==> config.mk <==
export PLATFORM = sky130hd
export DESIGN_NAME = expr_pipe
export DESIGN_NICKNAME = d
export VERILOG_FILES = /design/src/rtl/expr_pipe.sv
export SDC_FILE = /design/constraint.sdc
export NUM_CORES = 1
export LEC_CHECK = 0
export CAP_MARGIN = 20
export CORE_ASPECT_RATIO = 2
export CORE_MARGIN = 4
export CORE_UTILIZATION = 50
export CTS_BUF_LIST = sky130_fd_sc_hd__clkbuf_16
export DETAILED_ROUTE_END_ITERATION = 12
export DONT_BUFFER_PORTS = 1
export PLACE_DENSITY = 0.68
export SYNTH_ARGS = -nofsm -noshare
export SYNTH_HDL_FRONTEND = slang
export SYNTH_SLANG_ARGS = --single-unit
export TNS_END_PERCENT = 50
==> constraint.sdc <==
create_clock -name clk -period 2.7 [get_ports clk]
set_input_delay 0.675 -clock clk [delete_from_list [all_inputs] [get_ports clk]]
set_output_delay 0.675 -clock clk [all_outputs]
set_load 0.05 [all_outputs]
==> src/rtl/expr_pipe.sv <==
// expr_pipe: pipelined arithmetic expression evaluator.
//
// Each accepted item is carried through STAGES registered compute stages
// together with its mode bit. Stage k applies either a mul-add step
// (t*5 + k) or a shift-xor step ((t ^ (t << 2)) + k), modulo 2^ACC_W.
// Valid/ready handshakes are used on both sides. Each stage's ready looks
// only at the stages downstream of it, so bubbles are squeezed out under
// backpressure.
//
// Optional feature: define EXPR_PIPE_CHECKSUM_EN to build a running XOR
// of every delivered result on checksum_data. Without the macro,
// checksum_data is tied to zero.
//
// Ports:
//   clk           - sole clock, rising edge
//   rst_n         - asynchronous active-low reset
//   in_valid      - input_data / in_mode are valid
//   in_ready      - block accepts an item this cycle (combinational from out_ready)
//   input_data    - operand, zero-extended to ACC_W on entry
//   in_mode       - 0 = mul-add mix, 1 = shift-xor mix
//   out_valid     - output_data is valid
//   out_ready     - consumer accepts
//   output_data   - low OUT_W bits of the final stage
//   checksum_data - running XOR of delivered results (0 when feature disabled)
module expr_pipe #(
    parameter int unsigned IN_W   = 3,
    parameter int unsigned OUT_W  = 20,
    parameter int unsigned ACC_W  = 32,
    parameter int unsigned STAGES = 4
) (
    input  logic             clk,
    input  logic             rst_n,
    input  logic             in_valid,
    output logic             in_ready,
    input  logic [IN_W-1:0]  input_data,
    input  logic             in_mode,
    output logic             out_valid,
    input  logic             out_ready,
    output logic [OUT_W-1:0] output_data,
    output logic [OUT_W-1:0] checksum_data
);

    // Per-stage state: valid, mode and accumulator.
    logic [STAGES:1] v_q;
    logic            m_q [1:STAGES];
    logic [ACC_W-1:0] t_q [1:STAGES];

    // Per-stage ready and the values presented by each stage's predecessor.
    logic [STAGES:1] rdy;
    logic [STAGES:1] pv;
    logic            pm [1:STAGES];
    logic [ACC_W-1:0] pt [1:STAGES];

    function automatic logic [ACC_W-1:0] stage_op(
        input logic [ACC_W-1:0] x,
        input logic             mode,
        input int unsigned      k
    );
        logic [ACC_W-1:0] kc;
        kc = ACC_W'(k);
        if (mode)
            return (x ^ (x << 2)) + kc;
        else
            return (x * ACC_W'(5)) + kc;
    endfunction

    // ready_k = !v_k || ready_{k+1}, unrolled: a stage is blocked only when it
    // and every stage after it are occupied and the consumer is stalling.
    always_comb begin
        logic full;
        full = 1'b1;
        rdy  = '0;
        for (int unsigned i = 0; i < STAGES; i++) begin
            full             = full & v_q[STAGES - i];
            rdy[STAGES - i]  = !full || out_ready;
        end
    end

    always_comb begin
        pv    = '0;
        pv[1] = in_valid;
        pm[1] = in_mode;
        pt[1] = ACC_W'(input_data);
        for (int unsigned k = 2; k <= STAGES; k++) begin
            pv[k] = v_q[k-1];
            pm[k] = m_q[k-1];
            pt[k] = t_q[k-1];
        end
    end

    // Payload only loads when a real item moves in; bubbles leave the
    // registers untouched so stale values simply sit behind a cleared valid.
    always_ff @(posedge clk or negedge rst_n) begin
        if (!rst_n) begin
            v_q <= '0;
            for (int unsigned k = 1; k <= STAGES; k++) begin
                m_q[k] <= 1'b0;
                t_q[k] <= '0;
            end
        end else begin
            for (int unsigned k = 1; k <= STAGES; k++) begin
                if (rdy[k]) begin
                    v_q[k] <= pv[k];
                    if (pv[k]) begin
                        m_q[k] <= pm[k];
                        t_q[k] <= stage_op(pt[k], pm[k], k);
                    end
                end
            end
        end
    end

    assign in_ready    = rdy[1];
    assign out_valid   = v_q[STAGES];
    assign output_data = t_q[STAGES][OUT_W-1:0];

`ifdef EXPR_PIPE_CHECKSUM_EN
    logic [OUT_W-1:0] cs_q;

    always_ff @(posedge clk or negedge rst_n) begin
        if (!rst_n)
            cs_q <= '0;
        else if (out_valid && out_ready)
            cs_q <= cs_q ^ output_data;
    end

    assign checksum_data = cs_q;
`else
    assign checksum_data = '0;
`endif

endmodule

==> impl_metrics.json <==
{
  "status": "finished clean",
  "start_util_pct": 51.7,
  "clk_pin_slew_ps": 70,
  "synthesis.area_mm2": 0.00450,
  "fin_nets": 602,
  "first_iter_violations": 98,
  "yosysSeqAreaShare_pct": 27.2,
  "ff2ff_path_depth": 9,
  "layout_common_cells": "65 x ha_1, 49 x dfrtp_1, 42 x nand2_1",
  "rrSetupSlack_ps": 6,
  "coreArea_mm2": 0.00871,
  "route.detailed.drc": 0,
  "fin_crit_sh_pct": 99.8,
  "synth_largest_area_cell": "dfrtp_1",
  "path_class": "register to register",
  "insertedDiodeCount": 0,
  "grt_pass1_vias": 3991,
  "endpoint": "output_data[11]",
  "cts_hold_buf": 0,
  "final_common_cell": "ha_1",
  "grt_usage_pct": 21.6,
  "met1_usage_pct": 19.6,
  "via_per_inst": 6.06,
  "critical_path.most_common_cell": "ha_4",
  "holdWs_ps": 71.5,
  "top_usage_layer": "met2",
  "grt_use_met2_pct": 43.4,
  "overflow": 0,
  "cts_inserted_buffers": 5,
  "hold_viol": 0,
  "ys_seq_elements": 49,
  "cts.sinks": 49,
  "synth_area_leaders": "dfrtp_1 27%, ha_1 20%, o21ai_0 4.2%",
  "synth_edf_count": 0,
  "grt_max_degree": 50,
  "cp-end-kind": "register",
  "synth_cell_type_count": 63,
  "cpPeakStageDelay_ps": 410,
  "max-slew-margin-rel_pct": 61.9,
  "place_area_mm2": 0.00472,
  "path_cells": "ha_4 -> ha_4 -> ha_4 -> fa_2 -> a211oi_4 -> o21bai_2 -> a2111oi_4 -> nor2_1 -> o41a_2",
  "use_met3_pct": 1.91,
  "fp.dieH_um": 142,
  "startpoint": "pt[3]",
  "area_growth_syn_to_layout_pct": 10.4,
  "async_reset_ff_share_pct": 100,
  "pin_count": 50,
  "place_inst": 610,
  "synth_top_area_share_pct": 27.2,
  "clock_tree.root_cell": "clkbuf_16",
  "rsz0062_at_grt": "true",
  "cpMaxStageDelayCell": "dfrtp_1",
  "fillerInstances": 784,
  "vias": 3755,
  "rows": 48,
  "antenna_found_initial": 0,
  "drv_cap": 0,
  "drt-total-wl_mm": 10.7,
  "drive_gt1_share_pct": 12.3,
  "reg2reg_from": "pt[3]",
  "first_pass_iters": 4,
  "yosys_warnings": 0,
  "timing.rr.end": "output_data[11]",
  "tightest_slew_ps": 570,
  "fmax_ghz": 0.371,
  "finalMaxSlewViolations": 0,
  "setup_violations": 0,
  "critical_path.max_fanout": 2,
  "dp_hpwl_mm": 8.60,
  "start_kind": "register",
  "clock_skew_ps": 4.81,
  "final.min_clock_period_ps": 2690,
  "instances_no_fill": 620,
  "routedWlPerCell_um": 17.3,
  "grt_pass1_wl_mm": 18.2,
  "design_area_mm2": 0.00497,
  "cts_tree": "done",
  "die_w_um": 75.1,
  "clk_path_buf_depth": 2,
  "cp.required_ps": 2870,
  "syn_inst": 493,
  "syn_avg_cell_area_um2": 9.13,
  "clk_latency_ps": 290,
  "gp_congestion": 0.998,
  "numPortBuffers": 0,
  "ctsHtreeMaxLevel": 2,
  "ant_nets": 0,
  "synth_flop_cell": "dfrtp_1",
  "critical_path_arrival_ps": 2870,
  "hold_path.class": "input port to async pin",
  "dieArea_mm2": 0.0107
}
==> per-stage QoR <==
| step | util [%] | setup WS (ps) | setup TNS [ps] |
|---|---|---|---|
| finish | 57.1 | 6.44 | 0 |
| CTS | 56.7 | -155 | -155 |
| floorplan | - | -39.3 | -39.3 |
| detailed placement | 54.2 | -148 | -148 |
| global placement | 54.2 | -75.7 | -75.7 |
| global route | 57.1 | -89.5 | -89.5 |
==> cells in the mapped netlist, types with 3 or more instances <==
cell,n
clkbuf_1,11
a21o_1,8
a31oi_1,4
nand3_1,17
nor3_1,9
buf_4,25
mux2i_1,8
a22oi_1,5
nand2b_1,7
xnor2_1,18
nand4_1,3
a21oi_1,28
ha_1,73
xor2_1,15
nor2_1,20
nand2_1,42
dfrtp_1,49
a211oi_1,8
o211ai_1,5
mux2_2,5
o21a_1,10
and3_1,5
nand3b_1,4
a2bb2oi_1,3
o31ai_1,5
inv_1,17
nor4_1,4
o21ai_0,38
==> logic make-up after synthesis <==
group	share of synthesized area, %
other	0.0833
AO/OA/AOI/OAI	20.7
XOR/XNOR	6.42
flip-flops	27.2
multiplexers	3.03
adder cells (fa/ha/maj)	21.2
buffers and inverters	6.70
AND/OR/NAND/NOR	14.7
==> worst min-delay path by stage <==
stage	startpoint	end	depth (start not counted)
floorplan	rst_n	m_q[1]	0
global placement	rst_n	output_data[14]	0
detailed placement	rst_n	output_data[14]	0
CTS	rst_n	output_data[14]	0
global route	rst_n	output_data[14]	0
finish	rst_n	output_data[14]	0
==> registers in the layout (all words and copies together) (netlist names) <==
signal / count
output_data: 15
m_q: 3
v_q: 4
pt: 27
==> worst max-delay path, delay by kind of cell, from the launching register on <==
family	cells	cell delay, ps
DFF	1	410
AOI/OAI and AO/OA	4	1080
and+or+nand+nor	1	80
adders and majority gates	4	1010
==> routing by layer <==
metal,wire (um),part of all wire (%)
met1,3310,31
met2,6680,62
met3,217,2.0
met4,502,4.7
met5,0,0
==> layout make-up <==
class / count / area [um^2] / share of cell area, %
clock buffer: 5 / 125 / 2.52
clock inverter: 3 / 15.0 / 0.302
inverter: 17 / 63.8 / 1.28
multi-input combinational: 413 / 3170 / 63.7
sequential: 49 / 1230 / 24.7
tap: 100 / 125 / 2.52
timing repair buffer: 33 / 248 / 4.98
==> timing repair <==
item                                    in CTS  in global routing
pin swaps                                    6                  7
endpoints found under the setup margin       1                  5
gates cloned                                 0                  0
resized for setup                            6                  5
hold endpoints to repair                     0                  0
buffers inserted                             2                  0
Power is left out: the tool's default activity adds up to more than one toggle a clock period on the data nets, which glitch-free logic cannot reach.
